`config.mk`:
```
export PLATFORM = sky130hd
export DESIGN_NAME = clefia_f0f1_xor_pipe
export DESIGN_NICKNAME = d
export VERILOG_FILES = /design/src/rtl/clefia_f0f1_xor_pipe.sv
export SDC_FILE = /design/constraint.sdc
export NUM_CORES = 1
export LEC_CHECK = 0
export BUFFER_PORTS_ARGS = -buffer_cell sky130_fd_sc_hd__buf_2
export CORE_ASPECT_RATIO = 1.4
export CORE_MARGIN = 1.5
export CORE_UTILIZATION = 44
export DETAILED_ROUTE_END_ITERATION = 10
export PLACE_DENSITY = 0.85
export SLEW_MARGIN = 25
export SYNTH_ARGS = -nofsm -noshare
export SYNTH_HDL_FRONTEND = slang
export SYNTH_SLANG_ARGS = --single-unit
```
`constraint.sdc`:
```
create_clock -name clk -period 1.9 [get_ports clk]
set_input_delay 0.38 -clock clk [delete_from_list [all_inputs] [get_ports clk]]
set_output_delay 0.38 -clock clk [all_outputs]
set_load 0.005 [all_outputs]
```
`src/rtl/clefia_f0f1_xor_pipe.sv`:
```
// clefia_f0f1_xor_pipe
// F0/F1 output combiner for the CLEFIA round. It XORs the register-file word
// with the F-function output and muxes either that result or the
// pass-through word back to the round datapath. The XOR result also feeds a
// DEPTH-stage delay line. The delay line has per-stage valid tags, stall and
// flush controls, a run-time output tap, and an occupancy counter.
//
// Input handshake: a word is accepted into stage 0 only in a cycle with
// in_valid=1, stall=0, flush=0 and rst=0. There is no ready output. While
// stall or flush is high the upstream block must hold its word, because any
// in_valid seen in those cycles is dropped.
// Priority at each clock edge: rst > flush > stall > advance.
module clefia_f0f1_xor_pipe #(
    parameter  int WIDTH = 32,
    parameter  int DEPTH = 2,
    localparam int TAPW  = (DEPTH > 1) ? $clog2(DEPTH) : 1,
    localparam int CNTW  = $clog2(DEPTH + 1)
) (
    input  logic             clk,
    input  logic             rst,
    input  logic             in_valid,
    input  logic             in_sel,
    input  logic [WIDTH-1:0] in_r,
    input  logic [WIDTH-1:0] in_f,
    input  logic [WIDTH-1:0] in_pd,
    input  logic             stall,
    input  logic             flush,
    input  logic [TAPW-1:0]  tap_sel,
    output logic [WIDTH-1:0] out_x,
    output logic [WIDTH-1:0] out_f,
    output logic [WIDTH-1:0] dly_data,
    output logic             dly_valid,
    output logic [CNTW-1:0]  fill_cnt
);

    logic [WIDTH-1:0] stage_q [DEPTH];
    logic [WIDTH-1:0] stage_d [DEPTH];
    logic [DEPTH-1:0] vld_q;
    logic [DEPTH-1:0] vld_d;
    logic [CNTW-1:0]  cnt_q;
    logic [CNTW-1:0]  cnt_d;

    // Combinational XOR and round-datapath mux; independent of all controls.
    always_comb begin
        out_x = in_r ^ in_f;
        out_f = in_sel ? out_x : in_pd;
    end

    // Next state of the delay line. Data follows stall only; the valid tags
    // and the count additionally obey flush.
    always_comb begin
        stage_d = stage_q;
        vld_d   = vld_q;
        cnt_d   = cnt_q;
        if (!stall) begin
            stage_d[0] = out_x;
            for (int i = 1; i < DEPTH; i++) begin
                stage_d[i] = stage_q[i-1];
            end
        end
        if (flush) begin
            vld_d = '0;
            cnt_d = '0;
        end else if (!stall) begin
            vld_d[0] = in_valid;
            for (int i = 1; i < DEPTH; i++) begin
                vld_d[i] = vld_q[i-1];
            end
            // Entering tag adds one, tag leaving the last stage removes one.
            cnt_d = cnt_q + CNTW'(in_valid) - CNTW'(vld_q[DEPTH-1]);
        end
    end

    // State registers with synchronous reset that clears data as well.
    always_ff @(posedge clk) begin
        if (rst) begin
            for (int i = 0; i < DEPTH; i++) begin
                stage_q[i] <= '0;
            end
            vld_q <= '0;
            cnt_q <= '0;
        end else begin
            for (int i = 0; i < DEPTH; i++) begin
                stage_q[i] <= stage_d[i];
            end
            vld_q <= vld_d;
            cnt_q <= cnt_d;
        end
    end

    // Output tap. A tap that names no stage reads as zero and invalid.
    always_comb begin
        dly_data  = '0;
        dly_valid = 1'b0;
        for (int i = 0; i < DEPTH; i++) begin
            if (tap_sel == TAPW'(i)) begin
                dly_data  = stage_q[i];
                dly_valid = vld_q[i];
            end
        end
    end

    assign fill_cnt = cnt_q;

endmodule

```
== After elaboration in Yosys (flattened, before gate mapping) ==
Index checks and enable logic that the tools add are counted.

* Output and inout bits: 99
* Bits in registers: 68
* Word-level logic and storage cells: 11

* Reduce and logical (&&, ||, !) cells: 1
* Add/subtract/negate cells: 2
* Bitwise gates (word level): 1
* Muxes and demuxes: 3

{| class="wikitable"
|+ Operators with widths
! kind !! number
|-
| $mux 32 || 2
|-
| $xor 32x32->32 || 1
|-
| $add 2x1->2 || 1
|-
| $reduce_or 2->1 || 1
|-
| $sub 2x1->2 || 1
|-
| $mux 1 || 1
|}

== Logic depth before layout (Yosys ltp) ==
Gate-level depths: netlist (run 1).

* Depth in word-level cells: 2
* Gate-level depth with buffers: 7

== Worst setup path before layout (run 1) ==
No wires, ideal clock.

* Path kind: register to register
* Start: register cnt_q[0], in the netlist fill_cnt[0]
* End: register cnt_q[1], in the netlist fill_cnt[1]
* Data required time: 1.821 ns
* Cell stages (with the launch flop): 8
* Setup time: 0.079 ns
* Arrival time: 1.483 ns
* Path slack: 0.337 ns
* Period minus slack after synthesis: 1.563 ns
* Path through: dfxtp_1 inv_1 ha_1 inv_1 ha_1 xnor2_1 or3_1 a211oi_2

* Longest elaborated chain between the ends: 2

{| class="wikitable"
|+ RTL lines
! item !! RTL line !! text
|-
| start, declared || 40 || <nowiki>logic [CNTW-1:0] cnt_q;</nowiki>
|-
| start signal, assigned || 87 || <nowiki>cnt_q <= cnt_d;</nowiki>
|-
| $add 2x1->2 || 70 || <nowiki>cnt_d = cnt_q + CNTW'(in_valid) - CNTW'(vld_q[DEPTH-1]);</nowiki>
|-
| $sub 2x1->2 || 70 ||
|}

Every way passes these cells.
A chain may end at the register's enable or synchronous reset.

== Worst setup path after layout (run 1) ==
Same ends and word-level chain as after synthesis.

==> out/metrics.yaml, run 1 <==
sta:
  fmax_mhz: 606
  hold_viol: 0
  fin_worst_skew_ns: 0.00856
  drv_slew: 0
  period_needed_ns: 1.65
  holdWs_ns: 0.279
  setup_violations: 0
  period_share: 0.869
  rsz0062_at_grt: "no"
  maxSlewHeadroom: 0.590
  tns_ns: 0
  tightest_slew_ns: 0.615
setup_path:
  reg2reg_from: "fill_cnt[0]"
  start_kind: "register"
  worstSetupEndpointType: "register"
  endpoint: "fill_cnt[1]"
  critPathMaxFanout: 3
  critical_path_class: "register to register"
  arrival_ns: 1.91
  crit_start: "fill_cnt[0]"
  worstPathRequired_ns: 2.15
  r2r_cells: 7
  r2r_end: "fill_cnt[1]"
  reg2reg_slack_ns: 0.25
synth:
  synthDistinctLibCells: 20
  avgSynthCellArea_um2: 9.44
  synth-edff-count: 0
  synth_top_area_frac: 0.393
  synthFlopType: "dfxtp_1"
  ys.warnings.count: 0
  ys_async_sr_fraction: 0
  yosys.area.top_type: "dfxtp_1"
  netlist_top_cells_area: "dfxtp_1 (39%), mux2_2 (12%), mux2i_1 (10%), mux2_1 (9.1%), xor2_1 (8.1%)"
  syn-num-nets: 472
  postSynthCellCount: 367
  synth_area_mm2: 0.00347
  ys_ff_latch: 68
  seq_area_frac_synth: 0.393
grt:
  grt_pass1_wl_um: 13400
  grt_max_degree: 69
  grt_pass1_vias: 3139
  grt_usage: 0.200
  grt-ovfl-total: 0
  grt_antenna_before_repair: 0
clock_tree:
  clkSinkCount: 68
  clock_latency_ns: 0.33
  cts_max_level: 3
  cts_buffers: 9
  cts_root_buf: "clkbuf_8"
  cts_hold_buffers: 0
  cts_tree: "done"
  postCtsSetupBuffers: 0
  clkTransAtPathRegs_ns: 0.06
  clock_path_buffers: 2
  cts.repair.resized: 0
worst_hold_path:
  hp-class: "primary input to register"
final_layout:
  multiInputGateArea_mm2: 0.00196
  syn2layout_area_growth_pct: 36.1
  fin_nets: 662
  diodes: 0
  drive_gt1_frac: 0.462
  fillers: 690
  seq_area_mm2: 0.00136
placement:
  detailedPlacementHpwl_um: 6180
  io_buffers: 201
  gp_congestion: 0.733
power_and_ir_drop:
  p_total_w: 0.00337
  max-vdd-ir-drop_mv: 0.397
  p_leak_nw: 2.40
  power_per_cell_area_mw_per_mm2: 715
floorplanning:
  rows: 38
  die_h_um: 108
  boundaryPins: 202
  coreArea_mm2: 0.00770
  die_w_um: 78.0
  dieArea_mm2: 0.00843
  initial_core_util: 0.450
detailed_routing:
  avgRoutedWirePerCell_um: 12.9
  drc_errors: 0
  drt-total-wl_um: 8500
  routed_via_density: 4.90
  vias: 3236
  first_pass_iters: 4
  drt_iter0_drc: 82
  drtAntennaViolNets: 0
job:
  maxCapViolations: 0
run_status:
  status: "completed"
[cells in the mapped netlist, types with 3 or more instances]
master,instances
nor3_1,3
nand2_1,64
a21oi_1,32
clkbuf_1,9
mux2_2,37
dfxtp_1,68
mux2i_1,35
mux2_1,28
buf_2,14
xor2_1,32
buf_4,3
nor2_1,32
[critical path, cell delays in order, from the launching register on]
cell and delay [ns]:
dfxtp_1 0.35, inv_1 0.06, ha_1 0.28, inv_1 0.04
ha_1 0.18, xnor2_1 0.13, or3_1 0.33, a211oi_2 0.21
[metrics by stage]
step | util | worst slack (ns) | area [µm²] | std cells
floorplan | - | 0.337 | 3470 | 367
global placement | 0.589 | 0.292 | 4540 | 646
detailed placement | 0.589 | 0.275 | 4540 | 646
CTS | 0.613 | 0.234 | 4720 | 661
global route | 0.613 | 0.190 | 4720 | 661
finish | 0.613 | 0.250 | 4720 | 661
[report_power, final]
part	total [W]	switching, W	internal (W)
clock network	0.00109	0.000499	0.000594
registers	0.00155	0.0000487	0.00150
logic	0.000730	0.000345	0.000385
total	0.00337	0.000892	0.00248
[per-layer routing]
metal | wire [µm] | share of wire | GRT usage
met2 | 4620 | 0.54 | 0.393
met4 | 127 | 0.015 | 0.0765
met3 | 473 | 0.056 | 0.0422
met5 | 0 | 0 | 0
met1 | 3270 | 0.39 | 0.202
[flip-flops by register name, indices dropped and copies added, names as in the netlist]
| register | flops |
|---|---|
| stage_q | 64 |
| vld_q | 2 |
| fill_cnt | 2 |
[how the worst min path moves through the flow]
stage / slack (ns) / from / cells after the start / endpoint
after floorplan: 0.44 / stage_q[55] / 2 / stage_q[55]
after detailed placement: 0.47 / stage_q[48] / 2 / stage_q[48]
final: 0.28 / flush / 2 / fill_cnt[1]
after global placement: 0.46 / stage_q[55] / 2 / stage_q[55]
after CTS: 0.25 / flush / 2 / fill_cnt[1]
after global routing: 0.27 / flush / 2 / fill_cnt[1]
[placed cells by master (no fill, tap or decap), types with 2 or more instances in the layout]
| cell type | netlist | final |
|---|---|---|
| ha_1 | 2 | 2 |
| mux2_2 | 37 | 37 |
| buf_12 | 0 | 3 |
| clkbuf_8 | 0 | 9 |
| mux2i_1 | 35 | 35 |
| inv_1 | 2 | 2 |
| clkinv_2 | 0 | 3 |
| nand2_1 | 64 | 64 |
| nor3_1 | 3 | 3 |
| dfxtp_1 | 68 | 68 |
| buf_4 | 3 | 3 |
| a21oi_1 | 32 | 32 |
| mux2_1 | 28 | 28 |
| buf_2 | 14 | 200 |
| xor2_1 | 32 | 32 |
| nor2_1 | 32 | 32 |
[logic make-up (layout without fill, tap and decap cells)]
| kind of cell | after synthesis | in the layout | share of synthesized area |
|---|---|---|---|
| flip-flops | 68 | 68 | 0.393 |
| AND/OR/NAND/NOR | 100 | 100 | 0.110 |
| XOR/XNOR | 33 | 33 | 0.0834 |
| multiplexers | 100 | 100 | 0.312 |
| buffers and inverters | 30 | 224 | 0.0430 |
| adder cells (fa/ha/maj) | 2 | 2 | 0.00722 |
| AO/OA/AOI/OAI | 34 | 34 | 0.0513 |
[area by class of cell]
cell class	instances	share of cell area
Clock buffer	10	0.0270
Inverter	3	0.00239
Tap cell	100	0.0265
Multi-Input combinational cell	269	0.414
Clock inverter	5	0.0114
Timing Repair Buffer	206	0.230
Sequential cell	68	0.289
No activity file was read; power rests on OpenSTA's default activity.
==> inputs of run 2 (changes only) <==
--- a/config.mk
+++ b/config.mk
@@ -8,9 +8,10 @@
 export BUFFER_PORTS_ARGS = -buffer_cell sky130_fd_sc_hd__buf_2
 export CORE_ASPECT_RATIO = 1.4
 export CORE_MARGIN = 1.5
-export CORE_UTILIZATION = 44
+export CORE_UTILIZATION = 47
 export DETAILED_ROUTE_END_ITERATION = 10
-export PLACE_DENSITY = 0.85
+export PLACE_DENSITY = 0.89
+export REMOVE_ABC_BUFFERS = 1
 export SLEW_MARGIN = 25
 export SYNTH_ARGS = -nofsm -noshare
 export SYNTH_HDL_FRONTEND = slang
==> constraint.sdc (replaced) <==
create_clock -name clk -period 1.93 [get_ports clk]
set_input_delay 0.386 -clock clk [delete_from_list [all_inputs] [get_ports clk]]
set_output_delay 0.386 -clock clk [all_outputs]
set_load 0.005 [all_outputs]
==> run 2 against run 1 <==
Clock power is 28% higher. Critical path type is now primary input to output port. Utilization is 6.4 points higher. Via count is 0.56% higher. Cell area is 1.4% higher. Routed wire length is 4.1% higher. Global-route usage is 2.5 points higher. Total power is 8.0% higher. Flip-flop and latch count stayed put. Sequential power hardly changed. Critical path depth is 3 lower. Worst hold slack worse by 0.011 ns. Setup slack better by 0.059 ns.
==> out/metrics.yaml, run 2 (synthesis gave the netlist of run 1 again) <==
run_status:
  status: "completed"
placement:
  place_ws_ns: 0.323
  place_area_mm2: 0.00454
  gp_congestion: 0.802
  io_buffers: 201
  detailedPlacementHpwl_um: 6500
floorplanning:
  initial_core_util: 0.490
  die_w_um: 75.6
  dieArea_mm2: 0.00791
  rows: 36
  coreArea_mm2: 0.00707
  boundaryPins: 202
  die_h_um: 105
final_layout:
  finish.utilization: 0.676
  drive_gt1_frac: 0.463
  diodes: 0
  fin_nets: 662
  design_area_mm2: 0.00478
  final_common_cell: "buf_2"
  most-common-layout-cells: "buf_2 (200), dfxtp_1 (68), nand2_1 (64)"
  top_register: "stage_q"
  syn2layout_area_growth_pct: 38.0
  largest_reg_flops: 64
power_and_ir_drop:
  p_leak_nw: 2.43
  power_per_cell_area_mw_per_mm2: 761
  p_total_w: 0.00364
  max-vdd-ir-drop_mv: 0.488
sta:
  tightest_slew_ns: 0.589
  fmax_mhz: 617
  hold_viol: 0
  maxSlewHeadroom: 0.607
  drv_slew: 0
  fin_worst_skew_ns: 0.00911
  rsz0062_at_grt: "no"
  period_share: 0.840
  tns_ns: 0
  fin_ws_ns: 0.309
  setup_violations: 0
  period_needed_ns: 1.62
setup_path:
  start_kind: "primary input"
  reg2reg_from: "fill_cnt[0]"
  r2r_cells: 7
  arrival_ns: 1.24
  worstSetupEndpointType: "output port"
  reg2reg_slack_ns: 0.31
  crit_path_max_incr_delay_ns: 0.36
  cpMaxStageDelayCell: "mux2_2"
  critPathMaxFanout: 33
  crit_chain: "buf_2 -> buf_12 -> mux2_2 -> buf_2"
  r2r_end: "fill_cnt[1]"
  worstPathRequired_ns: 1.54
  critical_path_class: "primary input to output port"
  path_common_cell: "buf_2"
detailed_routing:
  drtAntennaViolNets: 0
  avgRoutedWirePerCell_um: 13.5
  drt_iter0_drc: 118
  drc_errors: 0
  first_pass_iters: 4
  drt-total-wl_um: 8850
  vias: 3254
  routed_via_density: 4.95
clock_tree:
  cts_max_level: 3
  postCtsSetupBuffers: 0
  clkSinkCount: 68
  cts_hold_buffers: 0
  cts_tree: "done"
  cts.repair.resized: 0
  cts_root_buf: "clkbuf_8"
  clkTransAtPathRegs_ns: 0.07
  clock_path_buffers: 2
  cts_buffers: 9
  clock_latency_ns: 0.33
worst_hold_path:
  hold_path_depth: 2
  hp-class: "primary input to register"
  holdCritStartpoint: "flush"
  holdPathEnd: "fill_cnt[1]"
grt:
  grt-ovfl-total: 0
  grt_usage: 0.225
  grt_pass1_wl_um: 13800
  grt_max_degree: 69
  grt_pass1_vias: 3271
  grt_antenna_before_repair: 0
job:
  maxCapViolations: 0
[run 2: worst max-delay path: cells and delay by family]
| kind | cells | cell delay (ns) |
|---|---|---|
| buf+inv | 3 | 0.44 |
| mux | 1 | 0.36 |
[run 2: layer usage]
| metal | share of wire | track usage | vias to the layer above |
|---|---|---|---|
| met5 | 0 | 0 | - |
| met4 | 0.025 | 0.103 | 0 |
| met3 | 0.038 | 0.0492 | 17 |
| met2 | 0.56 | 0.426 | 106 |
| met1 | 0.38 | 0.217 | 1526 |
| li1 | - | - | 1605 |
[run 2: worst max path at each step]
stage	start	end	slack [ns]	depth (start not counted)
after floorplan	fill_cnt[0]	fill_cnt[1]	0.37	7
after global placement	tap_sel	dly_data[26]	0.32	4
after detailed placement	tap_sel	dly_data[26]	0.32	4
after CTS	fill_cnt[0]	fill_cnt[1]	0.29	7
after global routing	fill_cnt[0]	fill_cnt[1]	0.21	7
final	tap_sel	dly_data[5]	0.31	4
[run 2: final cells by class]
cell class                      count  area (µm²)
Multi-Input combinational cell    269        1960
Timing Repair Buffer              206        1100
Fill cell                         551        2290
Clock buffer                       10         128
Clock inverter                      6         113
Sequential cell                    68        1360
Tap cell                           95         119
Inverter                            3        11.3
[run 2: through the flow]
| stage | std cells | hold WS (ns) |
|---|---|---|
| finish | 657 | 0.267 |
| global route | 657 | 0.260 |
| CTS | 657 | 0.255 |
| detailed placement | 641 | 0.466 |
| global placement | 641 | 0.450 |
| floorplan | 340 | 0.436 |
[run 2: report_power, final]
part | total, W | internal [W] | switching, W
Sequential | 0.00152 | 0.00148 | 0.0000468
Combinational | 0.000731 | 0.000382 | 0.000349
Clock | 0.00139 | 0.000861 | 0.000526
==> inputs of run 3 (changes only) <==
--- a/config.mk
+++ b/config.mk
@@ -8,9 +8,9 @@
 export BUFFER_PORTS_ARGS = -buffer_cell sky130_fd_sc_hd__buf_2
 export CORE_ASPECT_RATIO = 1.4
 export CORE_MARGIN = 1.5
-export CORE_UTILIZATION = 47
+export CORE_UTILIZATION = 44
 export DETAILED_ROUTE_END_ITERATION = 10
-export PLACE_DENSITY = 0.89
+export PLACE_DENSITY = 0.85
 export REMOVE_ABC_BUFFERS = 1
 export SLEW_MARGIN = 25
 export SYNTH_ARGS = -nofsm -noshare
==> constraint.sdc (replaced) <==
create_clock -name clk -period 1.6 [get_ports clk]
set_input_delay 0.32 -clock clk [delete_from_list [all_inputs] [get_ports clk]]
set_output_delay 0.32 -clock clk [all_outputs]
set_load 0.005 [all_outputs]
==> run 3 against run 2 <==
Routed wire length shrank 5.7%. Largest cell class unchanged. Combinational power rose by 23%. Flip-flop and latch count unchanged.
==> out/metrics.yaml, run 3 (synthesis gave the netlist of run 1 again) <==
run_status:
  status: "completed"
floorplanning:
  dieArea_mm2: 0.00843
  rows: 38
  die_h_um: 108
  initial_core_util: 0.450
  die_w_um: 78.0
  boundaryPins: 202
  coreArea_mm2: 0.00770
placement:
  io_buffers: 201
  gp_congestion: 0.726
  dpl.cell_count: 649
  detailedPlacementHpwl_um: 6160
power_and_ir_drop:
  p_comb_frac: 0.229
  max-vdd-ir-drop_mv: 0.505
  p_sw_frac: 0.263
  power.internal_w: 0.00290
  p_sw_w: 0.00103
  p_clk_frac: 0.304
  pwr-share-seq: 0.467
  p_leak_nw: 2.44
  power_per_cell_area_mw_per_mm2: 812
detailed_routing:
  drt_iter0_drc: 132
  first_pass_iters: 6
  drtAntennaViolNets: 0
  drc_errors: 0
  routed_via_density: 4.94
  vias: 3290
  drt-total-wl_um: 8350
  avgRoutedWirePerCell_um: 12.5
grt:
  grt_usage: 0.187
  grt_antenna_before_repair: 0
  grt_use_met2: 0.368
  met3_usage: 0.0312
  grt_pass1_vias: 3034
  grt_max_degree: 69
  grt-ovfl-total: 0
  grt_pass1_wl_um: 12700
  grt-busiest-layer: "met2"
  met1_usage: 0.182
setup_path:
  start_kind: "register"
  worstSetupEndpointType: "register"
  arrival_ns: 1.83
  cpLargestDelayFamily: "adder cells"
  critPathMaxFanout: 2
  critical_path_class: "register to register"
  cp.buffers_inverters: 2
  crit_chain: "inv_2 -> ha_4 -> inv_2 -> ha_4 -> xnor2_4 -> or3_4 -> a211oi_2"
  crit_start: "fill_cnt[0]"
  crit_path_max_incr_delay_ns: 0.33
  worstPathRequired_ns: 1.84
  reg2reg_from: "fill_cnt[0]"
  cpMaxStageDelayCell: "dfxtp_2"
worst_hold_path:
  hp-class: "primary input to register"
  holdCritStartpoint: "flush"
final_layout:
  most-common-layout-cells: "buf_2 (201), dfxtp_1 (66), nand2_1 (64)"
  finish.utilization: 0.629
  fin_nets: 667
  drive_gt1_frac: 0.479
  syn2layout_area_growth_pct: 39.7
  stdcell_count: 666
  diodes: 0
  top_register: "stage_q"
  final_common_cell: "buf_2"
  largest_reg_flops: 64
clock_tree:
  cts_tree: "done"
  clkTransAtPathRegs_ns: 0.06
  cts_max_level: 3
  cts_root_buf: "clkbuf_8"
  cts_buffers: 9
  clock_latency_ns: 0.32
  cts_hold_buffers: 0
  clkSinkCount: 68
  clock_path_buffers: 2
sta:
  drv_slew: 0
  hold_viol: 0
  fmax_mhz: 627
  period_needed_ns: 1.59
  setup_violations: 0
  tightest_slew_ns: 0.359
  maxSlewHeadroom: 0.761
  rsz0062_at_grt: "yes"
  fin_worst_skew_ns: 0.00447
  period_share: 0.996
job:
  maxCapViolations: 0
run 3: changes by cell type in the layout (fill, tap and decap cells not counted), moves of 2 or more:
cell,change
buf_12,+3
bufinv_16,-3
clkbuf_8,+2
clkinv_4,-2
dfxtp_1,-2
dfxtp_2,+2
ha_1,-2
ha_4,+2
inv_1,-2
inv_2,+2
run 3: per-layer routing:
metal  share of wire  up-vias
met5               0        -
met4           0.018        0
met3           0.053       12
met2            0.55      124
met1            0.38     1535
li1                -     1619
run 3: worst paths after layout:
path / end / cells past startpoint / slack [ns]
max: fill_cnt[1] / 7 / 0.006
min reg2reg: stage_q[56] / 2 / 0.48
min: vld_q[1] / 2 / 0.23
max reg2reg: fill_cnt[1] / 7 / 0.006
run 3: per-stage QoR:
stage / worst slack [ns] / hold slack (ns) / total power, W / instance area (µm²) / TNS, ns
global placement: 0.0453 / 0.451 / 0.00273 / 4610 / 0
detailed placement: -0.0456 / 0.468 / 0.00276 / 4610 / -0.0456
CTS: 0.0122 / 0.208 / 0.00398 / 4820 / 0
floorplan: 0.0373 / 0.385 / 0.00224 / 3330 / 0
global route: -0.0466 / 0.220 / 0.00414 / 4840 / -0.0466
finish: 0.00571 / 0.229 / 0.00393 / 4840 / 0
run 3: power groups by stage:
stage	sequential [W]	combinational [W]	clock, W
after detailed placement	0.00187	0.000889	0
after global placement	0.00186	0.000863	0
final	0.00184	0.000900	0.00120
after CTS	0.00183	0.000902	0.00124
after global routing	0.00185	0.000990	0.00131
after floorplan	0.00186	0.000381	0
run 3: area by class of cell:
| class | count | area, µm² |
|---|---|---|
| Sequential cell | 68 | 1360 |
| Clock inverter | 2 | 10.0 |
| Tap cell | 100 | 125 |
| Inverter | 3 | 11.3 |
| Timing Repair Buffer | 211 | 1170 |
| Clock buffer | 13 | 159 |
| Multi-Input combinational cell | 269 | 2000 |
| Fill cell | 650 | 2860 |
run 3: what timing repair did:
item / CTS / global route
setup endpoints to repair: 1 / 1
hold endpoints to repair: 0 / 0
pin swaps: 4 / 4
gates resized for setup: 7 / 3
buffers inserted: 2 / 0
gates cloned: 0 / 0
